`src/rtl/counter_sched_pkg.sv`:
```
// Shared types and helpers for the round-robin counter scheduler.
package counter_sched_pkg;

    typedef enum logic {IDLE, GRANT} state_t;

    localparam int unsigned MAX_N     = 8;
    localparam int unsigned MAX_DWELL = 15;
    localparam int unsigned MAX_IW    = $clog2(MAX_N);

    // Index of the set bit in a one-hot vector; 0 when the vector is empty.
    function automatic logic [MAX_IW-1:0] onehot_to_index(input logic [MAX_N-1:0] onehot);
        logic [MAX_IW-1:0] idx;
        idx = '0;
        for (int i = 0; i < int'(MAX_N); i++) begin
            if (onehot[i]) idx = MAX_IW'(i);
        end
        return idx;
    endfunction

endpackage

```
`src/rtl/rr_pick.sv`:
```
// Combinational round-robin search: first set request at or after start, wrapping.
module rr_pick #(
    parameter int unsigned N  = 2,
    parameter int unsigned IW = $clog2(N)
) (
    input  logic [N-1:0]  req,
    input  logic [IW-1:0] start,
    output logic [N-1:0]  winner_c,
    output logic          found_c
);

    localparam int unsigned XW = IW + 1;

    logic [XW-1:0] idx;

    always_comb begin
        winner_c = '0;
        found_c  = 1'b0;
        idx      = '0;
        for (int k = 0; k < int'(N); k++) begin
            idx = XW'(start) + XW'(k);
            if (idx >= XW'(N)) idx = idx - XW'(N);
            if (!found_c && req[idx[IW-1:0]]) begin
                winner_c[idx[IW-1:0]] = 1'b1;
                found_c               = 1'b1;
            end
        end
    end

endmodule

```
`src/rtl/counter_scheduler.sv`:
```
// N counters sharing one +1 incrementer, granted round-robin with a fixed dwell.
module counter_scheduler
    import counter_sched_pkg::*;
#(
    parameter int unsigned WIDTH = 8,
    parameter int unsigned N     = 2,
    parameter int unsigned DWELL = 1
) (
    input  logic                 clock,
    input  logic                 reset,
    input  logic                 enable,
    input  logic [N-1:0]         req,
    input  logic [N-1:0]         clear,
    output logic [N-1:0]         grant,
    output logic [N*WIDTH-1:0]   count,
    output logic [N-1:0]         wrap,
    output logic                 busy
);

    localparam int unsigned IW = $clog2(N);
    localparam int unsigned DW = $clog2(MAX_DWELL + 1);
    localparam logic [DW-1:0] DWELL_LAST = DW'(DWELL - 1);

    state_t            state, state_next;
    logic [N-1:0]      grant_next;
    logic [N-1:0]      winner;
    logic              found;
    logic [IW-1:0]     ptr, ptr_next;
    logic [IW-1:0]     holder, holder_succ, start;
    logic [DW-1:0]     dwell, dwell_next;
    logic              inc;
    logic [WIDTH-1:0]  cnt [N];

    assign holder      = IW'(onehot_to_index(MAX_N'(grant)));
    assign holder_succ = (holder == IW'(N - 1)) ? '0 : holder + IW'(1);
    // IDLE searches from the saved pointer; GRANT searches past the holder, holder last.
    assign start       = (state == IDLE) ? ptr : holder_succ;

    rr_pick #(.N(N), .IW(IW)) u_pick (
        .req      (req),
        .start    (start),
        .winner_c (winner),
        .found_c  (found)
    );

    always_ff @(posedge clock or posedge reset) begin
        if (reset) begin
            state <= IDLE;
            grant <= '0;
            ptr   <= '0;
            dwell <= '0;
            busy  <= 1'b0;
        end else begin
            state <= state_next;
            grant <= grant_next;
            ptr   <= ptr_next;
            dwell <= dwell_next;
            busy  <= |grant_next;
        end
    end

    always_comb begin
        state_next = state;
        grant_next = grant;
        ptr_next   = ptr;
        dwell_next = dwell;
        inc        = 1'b0;
        if (enable) begin
            unique case (state)
                IDLE: begin
                    if (found) begin
                        grant_next = winner;
                        state_next = GRANT;
                    end
                end
                GRANT: begin
                    if (req[holder]) begin
                        inc = 1'b1;
                        if (dwell == DWELL_LAST) begin
                            dwell_next = '0;
                            ptr_next   = holder_succ;
                            grant_next = winner;
                        end else begin
                            dwell_next = dwell + DW'(1);
                        end
                    end else begin
                        // Holder withdrew: hand over immediately, or fall back to IDLE.
                        dwell_next = '0;
                        ptr_next   = holder_succ;
                        grant_next = winner;
                        if (!found) state_next = IDLE;
                    end
                end
                default: state_next = IDLE;
            endcase
        end
    end

    // Clear wins over a same-edge increment and suppresses its wrap pulse.
    always_ff @(posedge clock or posedge reset) begin
        if (reset) begin
            for (int i = 0; i < int'(N); i++) cnt[i] <= '0;
            wrap <= '0;
        end else begin
            for (int i = 0; i < int'(N); i++) begin
                if (clear[i]) begin
                    cnt[i] <= '0;
                end else if (inc && grant[i]) begin
                    cnt[i] <= cnt[i] + WIDTH'(1);
                end
                wrap[i] <= inc && grant[i] && !clear[i] && (&cnt[i]);
            end
        end
    end

    for (genvar g = 0; g < int'(N); g++) begin : g_count
        assign count[g*WIDTH +: WIDTH] = cnt[g];
    end

endmodule
```
`config.mk`:
```
export PLATFORM = sky130hd
export DESIGN_NAME = counter_scheduler
export DESIGN_NICKNAME = d
export VERILOG_FILES = /design/src/rtl/counter_sched_pkg.sv /design/src/rtl/rr_pick.sv /design/src/rtl/counter_scheduler.sv
export SDC_FILE = /design/constraint.sdc
export NUM_CORES = 1
export LEC_CHECK = 0
export CAP_MARGIN = 20
export CORE_UTILIZATION = 28
export CTS_CLUSTER_DIAMETER = 40
export CTS_CLUSTER_SIZE = 10
export DETAILED_ROUTE_END_ITERATION = 7
export PLACE_DENSITY = 0.62
export RECOVER_POWER = 25
export SYNTH_ARGS = -nofsm -noshare
export SYNTH_HDL_FRONTEND = slang
export SYNTH_SLANG_ARGS = --single-unit
```
`constraint.sdc`:
```
create_clock -name clock -period 1.36 [get_ports clock]
set_input_delay 0.408 -clock clock [delete_from_list [all_inputs] [get_ports clock]]
set_output_delay 0.408 -clock clock [all_outputs]
set_load 0.01 [all_outputs]
```
==> impl_metrics.py, run 1 <==
metrics = {
    "layout": {
        "layout_common_cells": "sky130_fd_sc_hd__buf_4 (40), sky130_fd_sc_hd__dfrtp_1 (23), sky130_fd_sc_hd__clkdlybuf4s15_1 (14)",
        "fraction_of_final_layout_cells_with_drive_strength_greater_than_1": 0.500,
        "antenna_cells": 0,
        "final_cells": 296,
        "final_nets": 238,
        "fin_area_mm2": 0.00255,
        "mostFrequentLayoutCell": "sky130_fd_sc_hd__buf_4",
        "area_growth_syn_to_layout_pct": 72.3,
        "utilization": 0.499,
    },
    "sta": {
        "worst_pin_slew_ns": 0.667,
        "final_clock_period_utilization_by_the_worst_path": 1.13,
        "fin_setup_tns_ns": -1.83,
        "timing.clock.skew_ns": 0.00805,
        "finalMaxSlewViolations": 0,
        "setup_ws_ns": -0.180,
        "final-setup-viol-count": 18,
        "highest_clock_rate_mhz": 649,
        "hold_viol": 0,
        "unrepaired_setup_endpoints_after_global_routing": "true",
        "period_minus_slack_ns": 1.54,
        "worst_slew_margin_rel": 0.556,
        "fin_hold_ws_ns": 0.570,
    },
    "detailed_routing": {
        "wl_um": 3820,
        "viasPerCell": 4.68,
        "drt-pass1-iter-count": 4,
        "drt.antenna.violating_nets": 0,
        "via_count": 1384,
        "drt-initial-drc-count": 32,
        "routed_wire_length_per_instance_um": 12.9,
        "remaining_drc_errors": 0,
    },
    "die": {
        "die-height_um": 74.7,
        "floorplan.io_pins": 28,
        "floorplan.core_area_mm2": 0.00511,
        "die_width_um": 74.7,
        "start_util": 0.290,
        "die-area_mm2": 0.00558,
        "std_cell_rows": 26,
    },
    "synth": {
        "ys_seq_area_frac": 0.457,
        "ys.flop_type": "sky130_fd_sc_hd__dfrtp_1",
        "yosys.area_share.adder": 0.0338,
        "yosys_register_bits": 27,
        "share_of_flip_flops_with_an_asynchronous_set_or_reset_after_synthesis": 1.00,
        "synthSimpleGateAreaFrac": 0.253,
        "yosysWarningCount": 0,
        "proportion_of_netlist_area_held_by_the_largest_area_contributor": 0.457,
        "synth_compound_area_frac": 0.0973,
        "syn-num-nets": 161,
        "synth.top_cells.by_area": "sky130_fd_sc_hd__dfrtp_1 (46%), sky130_fd_sc_hd__xnor2_1 (5.3%), sky130_fd_sc_hd__nor2_1 (4.1%)",
        "synth.mux.area_fraction": 0.0321,
        "dominant_combinational_cell_family_by_area_after_synthesis": "simple AND/OR/NAND/NOR gates",
        "post_synthesis_cells": 150,
        "post_synth.cell_area_avg_um2": 9.86,
        "syn_std_cell_area_mm2": 0.00148,
        "synth_largest_area_cell": "sky130_fd_sc_hd__dfrtp_1",
        "synth_xor_xnor_area_share": 0.0770,
        "synth_edf_count": 0,
        "netlist-cell-type-count": 42,
    },
    "run_status": {
        "status": "finished with violations",
        "failed_checks": "setup timing",
    },
    "worst_setup_path": {
        "critical_path_required_ns": 1.52,
        "cp-start-kind": "flip-flop",
        "crit_path_max_fanout": 4,
        "endpoint_kind": "flip-flop",
        "worst-setup-path-type": "flip-flop to flip-flop",
        "crit_path_top_delay_cell": "sky130_fd_sc_hd__dfrtp_2",
        "crit_arrival_ns": 1.70,
        "crit_path_cell_trace": "buf_6, mux2i_4, or2_4, a221oi_4, nand4_1",
        "crit_path_max_incr_delay_ns": 0.42,
    },
    "clocking": {
        "clock_tree_from_tritoncts": "done",
        "htreeDepth": 1,
        "clock_sink_count": 27,
        "cts_made_buffers": 3,
        "clockRootBuffer": "sky130_fd_sc_hd__clkbuf_8",
        "clk_transition_reported_paths_ns": 0.10,
        "clock_insertion_delay_worst_skew_ns": 0.28,
        "max-clock-path-buffers": 2,
        "ctsHoldBuffers": 0,
    },
    "power": {
        "power_density_mw_per_mm2": 1050,
        "fin_total_pwr_mw": 2.67,
        "total_leakage_power_nw": 1.14,
        "worst_ir_drop_vdd_v": 0.000773,
    },
    "job": {
        "cap_violations": 0,
    },
    "grt": {
        "globalRouteTotalUtil": 0.141,
        "grt_first_pass_wirelength_um": 5980,
        "antenna_found_initial": 0,
        "vias_in_the_first_global_route": 1267,
        "pin_count_of_the_biggest_net_entering_global_routing": 28,
        "total_global_routing_overflow": 0,
    },
    "placement": {
        "placed_area_mm2": 0.00211,
        "placement.setup.worst_slack_ns": -0.607,
        "buffer_ports.inserted": 27,
        "place.detailed.instances": 277,
        "gpl.final_weighted_congestion": 0.864,
        "dp_hpwl_um": 2490,
    },
    "worst_hold_path": {
        "hold_path_class": "flip-flop to flip-flop",
    },
}
sequential cells by signal, summed over array words and instances, names as in the netlist:
register / cells
busy: 1
count: 16
wrap: 2
state: 1
dwell: 4
ptr: 1
grant: 2
power by group:
part           internal [mW]  total [mW]  leakage [nW]  switching [mW]
clock network          0.208       0.470        0.0217           0.262
logic                  0.678        1.24         0.758           0.561
registers              0.892       0.959         0.358          0.0667
total                   1.78        2.67          1.14           0.889
timing repair:
item / CTS / global route
buffers inserted: 13 / 3
resized for setup: 74 / 43
pin swaps: 23 / 20
setup endpoints to repair: 47 / 36
gates cloned: 0 / 0
per-layer routing:
metal	GRT usage	up-vias	part of all wire
met4	0.0314	0	0.010
met1	0.184	670	0.43
met3	0.0295	4	0.037
li1	-	677	-
met2	0.242	33	0.52
met5	0	-	0
cell usage after synthesis, types with 4 or more instances:
cell and instances:
sky130_fd_sc_hd__nor2_1 16, sky130_fd_sc_hd__xnor2_1 9, sky130_fd_sc_hd__dfrtp_1 27, sky130_fd_sc_hd__a21oi_1 6, sky130_fd_sc_hd__nand2b_1 4, sky130_fd_sc_hd__nand4_1 4
sky130_fd_sc_hd__nand3_1 10, sky130_fd_sc_hd__inv_1 7, sky130_fd_sc_hd__ha_1 4, sky130_fd_sc_hd__o21ai_0 7, sky130_fd_sc_hd__nand2_1 12, sky130_fd_sc_hd__xor2_1 4
critical path, delay by kind of cell (launching register included):
kind	cells	cell delay (ns)
muxes	1	0.20
buffers and inverters	1	0.13
DFF	1	0.42
AOI/OAI and AO/OA	1	0.28
and+or+nand+nor	2	0.39
cells by family (layout without fill, tap and decap cells):
group                      after synthesis  after routing
and+or+nand+nor                         66             66
buffers and inverters                   15             91
adders and majority gates                4              4
DFF                                     27             27
xor gates and xnor gates                13             13
AOI/OAI and AO/OA                       22             22
muxes                                    3              3
layout make-up:
cell class / count / area [um^2]
clock buffer: 3 / 41.3
sequential: 27 / 681
multi-input combinational: 108 / 1020
fill: 472 / 2560
clock inverter: 1 / 7.51
inverter: 7 / 26.3
tap: 70 / 87.6
timing repair buffer: 80 / 684
final timing paths:
path,from,to,slack [ns],cells past startpoint
setup / recovery,grant[1],busy,-0.18,5
setup reg to reg,grant[1],busy,-0.18,5
max in group asynchronous,reset,count[1],0.15,3
min in group asynchronous,reset,count[7],0.74,3
hold reg to reg,dwell[1],dwell[1],0.57,2
hold / removal,dwell[1],dwell[1],0.57,2
(Power assumes the default switching activity.)
==> run 2: changes to the inputs <==
--- a/config.mk
+++ b/config.mk
@@ -10,8 +10,10 @@
 export CTS_CLUSTER_DIAMETER = 40
 export CTS_CLUSTER_SIZE = 10
 export DETAILED_ROUTE_END_ITERATION = 7
-export PLACE_DENSITY = 0.62
+export GPL_ROUTABILITY_DRIVEN = 0
+export PLACE_DENSITY = 0.6
 export RECOVER_POWER = 25
+export SETUP_SLACK_MARGIN = 0.2
 export SYNTH_ARGS = -nofsm -noshare
 export SYNTH_HDL_FRONTEND = slang
 export SYNTH_SLANG_ARGS = --single-unit
==> constraint.sdc (replaced) <==
create_clock -name clock -period 1.5 [get_ports clock]
set_input_delay 0.45 -clock clock [delete_from_list [all_inputs] [get_ports clock]]
set_output_delay 0.45 -clock clock [all_outputs]
set_load 0.01 [all_outputs]
==> run 2 against run 1 <==
Net effect: the flow still finishes with violations (setup timing); global-route usage grew 0.77 points; register-to-register slack gained 0.12 ns; count of clock-buffer cells in the layout stayed put; critical endpoint is now count[7]; sequential power down 9.5%; utilization grew 0.37 points; largest power group unchanged; first-iteration DRC count decreased by 28%; final area up 0.74%; die area unchanged; via count hardly changed; maximum frequency is 1.0% lower.
==> impl_metrics.py, run 2 (synthesis gave the netlist of run 1 again) <==
metrics = {
    "job": {
        "cap_violations": 0,
    },
    "placement": {
        "buffer_ports.inserted": 27,
        "placed_area_mm2": 0.00208,
        "dp_hpwl_um": 2510,
        "place.detailed.instances": 271,
    },
    "layout": {
        "fraction_of_final_layout_cells_with_drive_strength_greater_than_1": 0.591,
        "mostFrequentLayoutCell": "sky130_fd_sc_hd__buf_4",
        "final_cells": 300,
        "utilization": 0.503,
        "area_growth_syn_to_layout_pct": 73.6,
        "final_nets": 242,
        "seqCellArea_um2": 681,
        "fin_area_mm2": 0.00257,
        "layout_common_cells": "sky130_fd_sc_hd__buf_4 (42), sky130_fd_sc_hd__dfrtp_1 (23), sky130_fd_sc_hd__buf_6 (18)",
        "antenna_cells": 0,
        "combined_area_of_the_multi_input_logic_cells_mm2": 0.00104,
        "fillers": 477,
        "largest_reg_flops": 16,
    },
    "sta": {
        "hold_viol": 0,
        "setup_ws_ns": -0.0562,
        "highest_clock_rate_mhz": 643,
        "period_minus_slack_ns": 1.56,
        "worst_pin_slew_ns": 0.696,
        "finalMaxSlewViolations": 0,
        "final-setup-viol-count": 7,
        "timing.clock.skew_ns": 0.00745,
        "fin_hold_ws_ns": 0.588,
        "final_clock_period_utilization_by_the_worst_path": 1.04,
        "worst_slew_margin_rel": 0.536,
        "unrepaired_setup_endpoints_after_global_routing": "true",
    },
    "worst_setup_path": {
        "worstRegToRegCells": 8,
        "cp-start-kind": "flip-flop",
        "crit_arrival_ns": 1.73,
        "worst-setup-path-type": "flip-flop to flip-flop",
        "crit_path_cell_trace": "buf_6, mux2i_4, buf_12, buf_6, nor4_4, buf_4, xnor2_2, nor2_1",
        "worstSetupPathDepth": 8,
        "crit-reg2reg-launch": "grant[1]",
        "worstPathBufferInverterCount": 4,
        "crit_path_top_delay_cell": "sky130_fd_sc_hd__dfrtp_2",
        "rr_endpoint": "count[7]",
        "critical_path_required_ns": 1.67,
        "endpoint_kind": "flip-flop",
        "last_element_of_the_critical_path": "count[7]",
        "crit_start": "grant[1]",
        "crit_path_max_fanout": 3,
        "crit_path_max_incr_delay_ns": 0.42,
        "critPathTopFamily": "buffers and inverters",
        "timing.reg2reg.setup_slack_ns": -0.06,
        "cpMostUsedCell": "sky130_fd_sc_hd__buf_6",
    },
    "power": {
        "p_seq_frac": 0.343,
        "p_sw_mw": 0.843,
        "clkPwrFrac": 0.169,
        "share_comb_of_total_power": 0.488,
        "swShare": 0.333,
        "intPower_mw": 1.69,
        "worst_ir_drop_vdd_v": 0.000498,
        "total_leakage_power_nw": 1.17,
        "power_density_mw_per_mm2": 986,
    },
    "grt": {
        "total_global_routing_overflow": 0,
        "vias_in_the_first_global_route": 1355,
        "pin_count_of_the_biggest_net_entering_global_routing": 28,
        "grt_first_pass_wirelength_um": 6300,
        "antenna_found_initial": 0,
        "globalRouteTotalUtil": 0.149,
    },
    "detailed_routing": {
        "routed_wire_length_per_instance_um": 13.6,
        "drt-pass1-iter-count": 4,
        "remaining_drc_errors": 0,
        "drt-initial-drc-count": 23,
        "wl_um": 4090,
        "viasPerCell": 4.61,
        "drt.antenna.violating_nets": 0,
        "via_count": 1383,
    },
    "clocking": {
        "htreeDepth": 1,
        "cts_made_buffers": 3,
        "ctsHoldBuffers": 0,
        "clockRootBuffer": "sky130_fd_sc_hd__clkbuf_8",
        "clock_tree_from_tritoncts": "done",
        "clk_transition_reported_paths_ns": 0.10,
        "max-clock-path-buffers": 2,
        "clock_sink_count": 27,
        "clock_insertion_delay_worst_skew_ns": 0.28,
    },
    "run_status": {
        "failed_checks": "setup timing",
        "status": "finished with violations",
    },
    "worst_hold_path": {
        "hold_path_class": "flip-flop to flip-flop",
    },
    "die": {
        "die_width_um": 74.7,
        "std_cell_rows": 26,
        "floorplan.core_area_mm2": 0.00511,
        "die-area_mm2": 0.00558,
        "start_util": 0.290,
        "die-height_um": 74.7,
        "floorplan.io_pins": 28,
    },
}
run 2: layout make-up:
class,instances,share of cell area
clock inverter,1,0.00292
inverter,7,0.0102
tap,70,0.0341
timing repair buffer,84,0.266
sequential,27,0.265
clock buffer,3,0.0161
multi-input combinational,108,0.405
run 2: stage by stage:
stage                     setup slack (ns)  power (mW)  setup TNS (ns)
final                              -0.0562        2.53          -0.251
after global routing                -0.144        2.69           -1.00
after CTS                          -0.0547        2.34         -0.0931
after detailed placement            -0.505        1.61          -10.36
after global placement              -0.500        1.61          -10.23
after floorplan                     0.0384        1.30               0
run 2: power groups by stage:
stage          sequential, mW  combinational, mW  clock [mW]
6_report                0.868               1.23       0.428
3_5_place_dp            0.909              0.705           0
3_3_place_gp            0.912              0.697           0
5_1_grt                 0.880               1.34       0.472
4_1_cts                 0.866               1.02       0.451
2_1_floorplan           0.892              0.408           0
run 2: worst reg2reg max path, cell delays in order, from the launching register on:
cell and delay (ns):
sky130_fd_sc_hd__dfrtp_2 0.42, sky130_fd_sc_hd__buf_6 0.13, sky130_fd_sc_hd__mux2i_4 0.20, sky130_fd_sc_hd__buf_12 0.14
sky130_fd_sc_hd__buf_6 0.11, sky130_fd_sc_hd__nor4_4 0.14, sky130_fd_sc_hd__buf_4 0.16, sky130_fd_sc_hd__xnor2_2 0.10
sky130_fd_sc_hd__nor2_1 0.05
run 2: worst min path at each step:
| stage | start | endpoint | slack, ns | depth (start not counted) |
|---|---|---|---|---|
| after CTS | reset | count[12] | 0.50 | 3 |
| after detailed placement | dwell[3] | dwell[3] | 0.52 | 1 |
| final | dwell[3] | dwell[3] | 0.59 | 1 |
| after global routing | dwell[2] | dwell[2] | 0.64 | 1 |
| after global placement | dwell[3] | dwell[3] | 0.51 | 1 |
| after floorplan | dwell[3] | dwell[3] | 0.49 | 1 |
run 2: layer usage:
layer  vias to the layer above  share of wire  track usage
met3                         7          0.031       0.0375
li1                        682              -            -
met5                         -              0            0
met1                       671           0.42        0.190
met2                        23           0.53        0.249
met4                         0          0.013       0.0461
run 2: repair_timing:
item / in CTS / in global routing
pin swaps: 18 / 21
setup endpoints to repair: 47 / 31
buffers inserted: 17 / 8
resized for setup: 134 / 29
